[config.mk]
export PLATFORM = sky130hd
export DESIGN_NAME = id_ex_stage
export DESIGN_NICKNAME = d
export VERILOG_FILES = /design/src/rtl/mips_pkg.sv /design/src/rtl/alu_ctrl_decode.sv /design/src/rtl/id_ex_stage.sv
export SDC_FILE = /design/constraint.sdc
export NUM_CORES = 1
export LEC_CHECK = 0
export ABC_AREA = 1
export BUFFER_PORTS_ARGS = -buffer_cell sky130_fd_sc_hd__buf_2
export CAP_MARGIN = 20
export CORE_MARGIN = 3
export CORE_UTILIZATION = 44
export CTS_BUF_LIST = sky130_fd_sc_hd__clkbuf_2 sky130_fd_sc_hd__clkbuf_4 sky130_fd_sc_hd__clkbuf_8
export DETAILED_ROUTE_END_ITERATION = 8
export PLACE_DENSITY = 0.73
export SYNTH_ARGS = -nofsm -noshare
export SYNTH_HDL_FRONTEND = slang
export SYNTH_SLANG_ARGS = --single-unit
[constraint.sdc]
create_clock -name clk -period 2.1 [get_ports clk]
set_input_delay 0 -clock clk [delete_from_list [all_inputs] [get_ports clk]]
set_output_delay 0 -clock clk [all_outputs]
set_load 0.005 [all_outputs]
[src/rtl/mips_pkg.sv]
// Shared MIPS decode constants and types used by the ID/EX stage and the ALU.
package mips_pkg;

   // ALU control codes
   localparam logic [3:0] ALU_AND = 4'h0;
   localparam logic [3:0] ALU_OR  = 4'h1;
   localparam logic [3:0] ALU_ADD = 4'h2;
   localparam logic [3:0] ALU_SUB = 4'h6;
   localparam logic [3:0] ALU_SLT = 4'h7;
   localparam logic [3:0] ALU_NOR = 4'hC;

   // Opcodes
   localparam logic [5:0] OP_RTYPE = 6'h00;
   localparam logic [5:0] OP_BEQ   = 6'h04;
   localparam logic [5:0] OP_ADDI  = 6'h08;
   localparam logic [5:0] OP_ADDIU = 6'h09;
   localparam logic [5:0] OP_SLTI  = 6'h0A;
   localparam logic [5:0] OP_ANDI  = 6'h0C;
   localparam logic [5:0] OP_ORI   = 6'h0D;
   localparam logic [5:0] OP_LW    = 6'h23;
   localparam logic [5:0] OP_SW    = 6'h2B;

   // R-type funct codes
   localparam logic [5:0] FN_ADD  = 6'h20;
   localparam logic [5:0] FN_ADDU = 6'h21;
   localparam logic [5:0] FN_SUB  = 6'h22;
   localparam logic [5:0] FN_SUBU = 6'h23;
   localparam logic [5:0] FN_AND  = 6'h24;
   localparam logic [5:0] FN_OR   = 6'h25;
   localparam logic [5:0] FN_NOR  = 6'h27;
   localparam logic [5:0] FN_SLT  = 6'h2A;

   // Source of ALU operand t
   typedef enum logic [1:0] {
      IMM_NONE = 2'd0,   // t comes from rt
      IMM_SEXT = 2'd1,
      IMM_ZEXT = 2'd2
   } imm_sel_e;

   // Decoder output
   typedef struct packed {
      logic [3:0] control;
      logic [4:0] rd;
      logic       reg_write;
      logic       mem_read;
      logic       mem_write;
      logic       branch;
      logic       illegal;
      logic       uses_rt;   // rt is a source operand (load-use relevant)
      imm_sel_e   imm_sel;
   } dec_t;

   // Contents of the EX slot
   typedef struct packed {
      logic        valid;
      logic [31:0] s;
      logic [31:0] t;
      logic [31:0] store_data;
      logic [3:0]  control;
      logic [4:0]  rd;
      logic        reg_write;
      logic        mem_read;
      logic        mem_write;
      logic        branch;
      logic        illegal;
   } ex_reg_t;

   function automatic logic [31:0] ext_imm(input logic [15:0] imm, input imm_sel_e sel);
      return (sel == IMM_ZEXT) ? {16'h0000, imm} : {{16{imm[15]}}, imm};
   endfunction

endpackage

[src/rtl/alu_ctrl_decode.sv]
// Combinational MIPS decode: instruction fields -> ALU control, destination and flags.
module alu_ctrl_decode
   import mips_pkg::*;
(
   input  logic [5:0] op,
   input  logic [4:0] rt,
   input  logic [4:0] rd,
   input  logic [5:0] funct,
   output dec_t       dec
);

   // Decode opcode/funct; unknown encodings fall through as illegal with no side effects
   always_comb begin
      dec         = '0;
      dec.imm_sel = IMM_NONE;
      case (op)
         OP_RTYPE: begin
            dec.rd        = rd;
            dec.reg_write = 1'b1;
            dec.uses_rt   = 1'b1;
            case (funct)
               FN_ADD, FN_ADDU: dec.control = ALU_ADD;
               FN_SUB, FN_SUBU: dec.control = ALU_SUB;
               FN_AND:          dec.control = ALU_AND;
               FN_OR:           dec.control = ALU_OR;
               FN_NOR:          dec.control = ALU_NOR;
               FN_SLT:          dec.control = ALU_SLT;
               default: begin
                  dec.illegal   = 1'b1;
                  dec.rd        = '0;
                  dec.reg_write = 1'b0;
               end
            endcase
         end
         OP_ADDI, OP_ADDIU: begin
            dec.control = ALU_ADD; dec.rd = rt; dec.reg_write = 1'b1; dec.imm_sel = IMM_SEXT;
         end
         OP_SLTI: begin
            dec.control = ALU_SLT; dec.rd = rt; dec.reg_write = 1'b1; dec.imm_sel = IMM_SEXT;
         end
         OP_ANDI: begin
            dec.control = ALU_AND; dec.rd = rt; dec.reg_write = 1'b1; dec.imm_sel = IMM_ZEXT;
         end
         OP_ORI: begin
            dec.control = ALU_OR; dec.rd = rt; dec.reg_write = 1'b1; dec.imm_sel = IMM_ZEXT;
         end
         OP_LW: begin
            dec.control = ALU_ADD; dec.rd = rt; dec.reg_write = 1'b1; dec.mem_read = 1'b1;
            dec.imm_sel = IMM_SEXT;
         end
         OP_SW: begin
            dec.control = ALU_ADD; dec.mem_write = 1'b1; dec.uses_rt = 1'b1;
            dec.imm_sel = IMM_SEXT;
         end
         OP_BEQ: begin
            dec.control = ALU_SUB; dec.branch = 1'b1; dec.uses_rt = 1'b1;
         end
         default: dec.illegal = 1'b1;
      endcase
      // $0 is hardwired; never claim a write to it
      if (dec.rd == 5'd0) dec.reg_write = 1'b0;
   end

endmodule

[src/rtl/id_ex_stage.sv]
// ID/EX pipeline register feeding the ALU: decode, forwarding, load-use hazard, hold/flush.
module id_ex_stage
   import mips_pkg::*;
#(
   parameter bit FWD_EN = 1'b1
) (
   input  logic        clk,
   input  logic        rst_n,
   input  logic        id_valid,
   input  logic [31:0] id_instr,
   input  logic [31:0] id_rs_data,
   input  logic [31:0] id_rt_data,
   input  logic        hold,
   input  logic        flush,
   input  logic [31:0] alu_result,
   input  logic        mem_wr_en,
   input  logic [4:0]  mem_rd,
   input  logic [31:0] mem_data,
   input  logic        wb_wr_en,
   input  logic [4:0]  wb_rd,
   input  logic [31:0] wb_data,
   output logic        id_stall,
   output logic        ex_valid,
   output logic [31:0] ex_s,
   output logic [31:0] ex_t,
   output logic [3:0]  ex_control,
   output logic [31:0] ex_store_data,
   output logic [4:0]  ex_rd,
   output logic        ex_reg_write,
   output logic        ex_mem_read,
   output logic        ex_mem_write,
   output logic        ex_branch,
   output logic        ex_illegal
);

   logic [4:0]  rs, rt;
   logic [15:0] imm;
   dec_t        dec;
   ex_reg_t     ex_q, ex_d;
   logic [31:0] rs_fwd, rt_fwd;
   logic        hazard;

   assign rs  = id_instr[25:21];
   assign rt  = id_instr[20:16];
   assign imm = id_instr[15:0];

   alu_ctrl_decode u_dec (
      .op    (id_instr[31:26]),
      .rt    (rt),
      .rd    (id_instr[15:11]),
      .funct (id_instr[5:0]),
      .dec   (dec)
   );

   // Youngest producer wins; a load in EX has no data yet and is handled by the hazard stall
   function automatic logic [31:0] fwd(input logic [4:0] src, input logic [31:0] rf);
      if (!FWD_EN)                                                          return rf;
      if (src == 5'd0)                                                      return '0;
      if (ex_q.valid && ex_q.reg_write && !ex_q.mem_read && ex_q.rd == src) return alu_result;
      if (mem_wr_en && mem_rd == src)                                       return mem_data;
      if (wb_wr_en && wb_rd == src)                                         return wb_data;
      return rf;
   endfunction

   // Operand selection and next EX contents
   always_comb begin
      rs_fwd           = fwd(rs, id_rs_data);
      rt_fwd           = fwd(rt, id_rt_data);
      ex_d             = '0;
      ex_d.valid       = 1'b1;
      ex_d.s           = rs_fwd;
      ex_d.t           = (dec.imm_sel == IMM_NONE) ? rt_fwd : ext_imm(imm, dec.imm_sel);
      ex_d.store_data  = rt_fwd;
      ex_d.control     = dec.control;
      ex_d.rd          = dec.rd;
      ex_d.reg_write   = dec.reg_write;
      ex_d.mem_read    = dec.mem_read;
      ex_d.mem_write   = dec.mem_write;
      ex_d.branch      = dec.branch;
      ex_d.illegal     = dec.illegal;
   end

   // Load-use: the consumer must wait one cycle so the load data can come from MEM
   assign hazard = id_valid && ex_q.valid && ex_q.mem_read && (ex_q.rd != 5'd0) &&
                   ((ex_q.rd == rs) || (dec.uses_rt && ex_q.rd == rt));

   assign id_stall = hold || (hazard && !flush);

   // EX slot register: reset > flush > hold > hazard/empty ID > load
   always_ff @(posedge clk) begin
      if (!rst_n)                     ex_q <= '0;
      else if (flush)                 ex_q <= '0;
      else if (hold)                  ex_q <= ex_q;
      else if (hazard || !id_valid)   ex_q <= '0;
      else                            ex_q <= ex_d;
   end

   assign ex_valid      = ex_q.valid;
   assign ex_s          = ex_q.s;
   assign ex_t          = ex_q.t;
   assign ex_control    = ex_q.control;
   assign ex_store_data = ex_q.store_data;
   assign ex_rd         = ex_q.rd;
   assign ex_reg_write  = ex_q.reg_write;
   assign ex_mem_read   = ex_q.mem_read;
   assign ex_mem_write  = ex_q.mem_write;
   assign ex_branch     = ex_q.branch;
   assign ex_illegal    = ex_q.illegal;

endmodule

; ---- After elaboration in Yosys (flattened, before gate mapping)
; Cells that the tools add are included.
[totals]
reg_bits = 111
out_inout_bits = 112
input_bits = 209
word_cells = 122
[op_classes]
n_eq_ne = 23
n_bitwise = 1
reduce_logical = 36
n_mux = 51
[op_table]
columns = cell, n
row1 = 32-bit 2-to-1 mux, 18
row2 = 111-bit 2-to-1 mux, 1
row3 = "6-bit == test, second input constant", 10
row4 = 4-bit case mux with 5 select lines, 2
row5 = 5-bit == test, 6
row6 = "6-bit by 4-bit == test with 1-bit output, second input constant", 5
row7 = 1-bit 2-to-1 mux, 26
row8 = 8-bit OR reduction, 2
row9 = 5-bit zero test, 3
row10 = 1-bit logical AND, 14
row11 = 6-bit case mux with 2 select lines, 1
row12 = 2-bit OR reduction, 4
row13 = "6-bit by 3-bit == test with 1-bit output, second input constant", 1
row14 = 6-bit zero test, 1
row15 = 6-bit 2-to-1 mux, 1
row16 = 6-bit OR reduction, 1
row17 = 5-bit nonzero test, 1
row18 = 5-bit OR reduction, 1
row19 = 2-bit case mux with 2 select lines, 1
row20 = 4-bit OR reduction, 1
row21 = 1-bit zero test, 3
row22 = 1-bit logical OR, 3
row23 = 3-bit OR reduction, 1
row24 = "2-bit == test, second input constant", 1
row25 = other kinds (3), 3

; ---- Logic depth before layout (Yosys ltp)
[depth]
word_depth = 16
ltp_mapped = 14
mapped_depth_nobuf = 12

; ---- Hierarchy
; Synthesis repeated with hierarchy kept, for this count alone.
[unflattened]
cells_unflattened = 1637
hier_area_um2 = 8893.5
[modules_own_cells]
columns = mod, instances, cells_per_inst, seq_area_each_um2, area_per_inst_um2
row1 = id_ex_stage, 1, 1561, 2222.1, 8478.1
row2 = alu_ctrl_decode, 1, 76, 0.0, 415.4

; ---- Worst setup path after synthesis
; OpenSTA, ideal clock, no wires.
[synth_path]
path_kind = reg-to-reg
start = reg ex_q (netlist bit ex_valid)
end = reg ex_q (netlist bit ex_store_data[11])
arrival_time_ns = 1.528
t_required_ns = 1.972
n_path_buf = 2
setup_slack_ns = 0.445
setup_time_ns = 0.128
stages_incl_launch_ff = 12
synth_period_minus_slack_ns = 1.655
path_cell_list = dfxtp_1 nand2_1 nor2_4 inv_2 nor3_2 buf_4 buf_4 nand2_1 nand3_1 nor2_1 a21oi_1 nor2_1
[synth_between]
elab_chain_len = 11
elab_cells_between_ends = 18
cone_classes = mux (10) / reduce/logical (8)
[synth_rtl]
columns = element, line
row1 = start: declaration, id_ex_stage.sv:39  ; ex_reg_t ex_q, ex_d;
row2 = start signal: assignment, id_ex_stage.sv:93  ; else if (hold) ex_q <= ex_q;
row3 = 1-bit logical AND (3 in a row), id_ex_stage.sv:59  ; if (ex_q.valid && ex_q.reg_write && !ex_q.mem_read && ex_q.rd == src) return alu_result;
row4 = 32-bit 2-to-1 mux, id_ex_stage.sv:59
row5 = 32-bit 2-to-1 mux, id_ex_stage.sv:60  ; if (mem_wr_en && mem_rd == src) return mem_data;
row6 = 32-bit 2-to-1 mux, id_ex_stage.sv:61  ; if (wb_wr_en && wb_rd == src) return wb_data;
row7 = 32-bit 2-to-1 mux, id_ex_stage.sv:62  ; return rf;
row8 = 32-bit 2-to-1 mux, id_ex_stage.sv:61
row9 = 32-bit 2-to-1 mux, id_ex_stage.sv:60
row10 = 32-bit 2-to-1 mux, id_ex_stage.sv:59
row11 = 111-bit 2-to-1 mux (*), id_ex_stage.sv:94  ; else if (hazard || !id_valid) ex_q <= '0;
; Every way passes the cells marked *; elsewhere a longest branch is shown, timed or not. The select of a mux whose other input is x is not followed.
; A chain may end at the register's enable or synchronous reset.

; ---- Worst setup path in the final report
[layout_path]
start = reg ex_q (netlist bit ex_rd[4])
end = reg ex_q (netlist bit ex_t[0])
[layout_between]
elab_chain_len = 11
elab_cells_between_ends = 20
cone_classes = eq/ne (2) / mux (11) / reduce/logical (7)
[layout_rtl]
columns = element, line
row1 = 5-bit == test, "id_ex_stage.sv:59, id_ex_stage.sv:85"
row2 = 1-bit logical AND, id_ex_stage.sv:59
row3 = 32-bit 2-to-1 mux, id_ex_stage.sv:59
row4 = 32-bit 2-to-1 mux, id_ex_stage.sv:60
row5 = 32-bit 2-to-1 mux, id_ex_stage.sv:61
row6 = 32-bit 2-to-1 mux, id_ex_stage.sv:62
row7 = 32-bit 2-to-1 mux, id_ex_stage.sv:61
row8 = 32-bit 2-to-1 mux, id_ex_stage.sv:60
row9 = 32-bit 2-to-1 mux, id_ex_stage.sv:59
row10 = 32-bit 2-to-1 mux, id_ex_stage.sv:72  ; ex_d.t = (dec.imm_sel == IMM_NONE) ? rt_fwd : ext_imm(imm, dec.imm_sel);
row11 = 111-bit 2-to-1 mux (*), id_ex_stage.sv:94
; Marked as above.

==> results by group <==
Routing
  – Vias: 10,500
  – Drt wl/cell: about 15 µm
  – Initial detailed-routing violation count: 896
  – Routed wire length: 32,600 µm
  – # DRC: 0
  – Post-DRT Antenna Nets: 0
  – Initial DRT Pass Iterations: 6
  – Via density: 4.91

Timing
  – PnR worst setup slack: 0.209 ns
  – Worst Tran Pin Value: 0.502 ns
  – Fin. max-slew vios: 0
  – Hold WS: 0.0112 ns
  – Setup TNS: 0 ns
  – Clock Skews: 0.0231 ns
  – Rel. slew slack: about 67%
  – Fin crit share: 90.0%
  – Final Hold Vio Count: 0
  – Highest clock rate: around 0.53 GHz
  – # setup viols final: 0
  – RSZ-0062 raised after global routing: false
  – Fin crit period: between 1.5 and 2 ns

Floorplan
  – Core box area: 19,000 µm²
  – Starting density of the core: 45.3%
  – Row count: 50
  – Ports: 321
  – Die extent in y: around 150 µm
  – Die Area: 21,200 µm²
  – Die X: 146 µm

Synthesis
  – Area leader, netlist: dfxtp_1
  – Fraction of registers with async set/reset: 0%
  – Number of flops mapped to enable cells by yosys: 0
  – Seq cells post-synth: 111
  – Count leader, synth: nand2_1
  – Syn. warnings: 0
  – Syn Nets: 1,804
  – Post-synth top cells: nand2_1 (452), nor2_1 (334), inv_1 (265)
  – Yosys top cell area share: 25.9%
  – Mean Syn Cell Area: 5.39 µm²
  – Seq/Total Area, Yosys: between 20 and 30%
  – Library cells used by synthesis: 37
  – Largest cells by area after synthesis: dfxtp_1 (26%), nand2_1 (20%), nor2_1 (15%), inv_1 (12%), nand3_1 (8.9%)
  – Syn Std Cell Area: 8590 µm²
  – Synthesized instance count: 1,595
  – Predominant post-synthesis flop cell: dfxtp_1

Global routing
  – Largest net degree at the start of global routing: 112
  – Antenna violations before repair: 1
  – Vias in the first global route: 9,610
  – First-pass GRT wire length: 50,600 µm
  – Overall routing resource usage: 29.2%
  – GRT overflow: 0

Setup path
  – Top Family by Delay on Critical Path: simple AND/OR/NAND/NOR gates
  – Crit Path Max Fanout: 48
  – Reg2reg setup slack: around 0.21 ns
  – Critical Path Sink Type: flop
  – Required @ worst endpoint: approximately 2.4 ns
  – Crit path cell chain: xnor2_1 -> nand2_2 -> nor3_4 -> buf_12 -> nor2_1 -> nand2_1 -> nand3_1 -> nand2_1 -> nand2_1 -> a21oi_1
  – Worst R2R Start: ex_rd[4]
  – CP max stage delay: 0.46 ns
  – Arr. time, crit path: 2.24 ns
  – CP Launch Type: flop
  – Register-to-Register Path Depth: 10
  – Most numerous cell on the critical path: nand2_1
  – Slowest cell on the critical path: dfxtp_1
  – Worst path bufs/invs: 1
  – Worst reg2reg endpoint: ex_t[0]
  – WS Path Type: flop to flop

Min path
  – Worst hold start: id_instr[4]
  – Worst hold path endpoint: ex_t[4]
  – Hold Path Class: input pin to flop
  – Hold path cells: 7

Clock network
  – CTS root buffer: clkbuf_8
  – Clk sinks: 111
  – Total CTS buffers: 9
  – # H-tree levels: 3
  – # resized after CTS: 0
  – Clock slew at reported path FFs: between 0.1 and 0.15 ns
  – CTS tree: done
  – Clk Latency, worst-skew pair: around 0.4 ns
  – Setup Buffers After CTS: 0
  – Max clock buf depth: 2

Final layout
  – Synthesis-to-layout area growth: 25.0%
  – Layout net count: 2,076
  – Design Area, Final: 10,700 µm²
  – Layout cells sized above 1: 22.2%
  – Final Util: between 50% and 60%
  – Non-filler cells, final: about 2,100

Pwr
  – PwrDens: 442 nW/µm²
  – Leakage: roughly 6.5 nW
  – Final Power: 4.74 mW
  – Worst VDD drop: 0.000368 V

Place
  – GPL Wtd Cong: ~1
  – Port bufs: 320
  – Placed insts: 2,112
  – Pre-CTS WS: 0.222 ns
  – DP Wirelength: between 20,000 and 25,000 µm
  – Placed inst area: 10,500 µm²

Outcome
  – Status: finished clean

Run
  – Maxcap violations: 0
==> kinds of logic after synthesis <==
family / after synthesis / synth area share [%]
buf+inv: 361 / 16.9
xor+xnor: 5 / 0.510
compound gates: 104 / 6.69
simple gates: 1014 / 50.1
flops: 111 / 25.9
==> state kept, by name (all words and copies together) (netlist names) <==
register and flops:
ex_reg_write 1, ex_valid 1, ex_mem_write 1, ex_branch 1, ex_t 32, ex_rd 5, ex_control 4, ex_s 32
ex_illegal 1, ex_mem_read 1, ex_store_data 32
==> per-layer routing <==
metal | up-vias | GRT usage (%) | part of all wire (%)
met1 | 4585 | 38.6 | 43
met4 | 0 | 9.50 | 2.8
li1 | 5353 | - | -
met5 | - | 0 | 0
met2 | 473 | 46.6 | 45
met3 | 56 | 7.51 | 9.6
==> cell type report <==
cell class,instances,area (µm²)
Clock inverter,7,76.3
Fill cell,2032,8220
Inverter,272,1020
Timing Repair Buffer,350,2000
Sequential cell,111,2220
Tap cell,260,325
Multi-Input combinational cell,1123,4960
Clock buffer,9,124
Antenna cell,1,2.50
==> worst max path at each step <==
stage	startpoint	endpoint	slack, ns	depth (start not counted)
after detailed placement	ex_rd[4]	ex_t[0]	0.22	10
after floorplan	ex_valid	ex_store_data[11]	0.44	11
final	ex_rd[4]	ex_t[0]	0.21	10
after global placement	ex_rd[0]	ex_t[0]	0.31	10
after global routing	ex_rd[3]	ex_store_data[2]	0.03	12
after CTS	ex_rd[4]	ex_t[0]	0.19	10
==> what timing repair did <==
item                                    4_1_cts  5_1_grt
endpoints found under the hold margin         4        0
hold buffers                                  4        0
endpoints found under the setup margin        0        0
==> cell usage in the layout (no fill, tap or decap), types with 2 or more instances in the layout <==
master,n
inv_1,265
nand3_1,152
nor3_1,4
nand4_1,36
xor2_1,2
buf_4,14
xnor2_1,3
dfxtp_1,111
buf_2,319
o22ai_1,5
clkbuf_8,9
dlygate4sd3_1,4
nand4_2,2
or2_2,5
nor2_4,4
inv_2,6
nor3_4,2
a21oi_1,74
nand3_2,12
clkinv_8,2
o21ai_0,10
nor2_2,4
buf_12,13
nand2_2,3
nand2_1,451
nor2_1,331
inv_8,2
or2_0,3
a21oi_2,10
==> worst reg2reg max path, stage by stage, from the launching register on <==
cell and delay (ns):
dfxtp_1 0.46, xnor2_1 0.17, nand2_2 0.12, nor3_4 0.21
buf_12 0.26, nor2_1 0.09, nand2_1 0.07, nand3_1 0.16
nand2_1 0.13, nand2_1 0.05, a21oi_1 0.13
==> power by group <==
part / switching (mW) / leakage (nW) / internal [mW] / total, mW
logic: 0.780 / 5.52 / 0.448 / 1.23
registers: 0.0255 / 0.898 / 2.15 / 2.17
clock network: 0.868 / 0.0992 / 0.471 / 1.34
(Power assumes the default switching activity.)
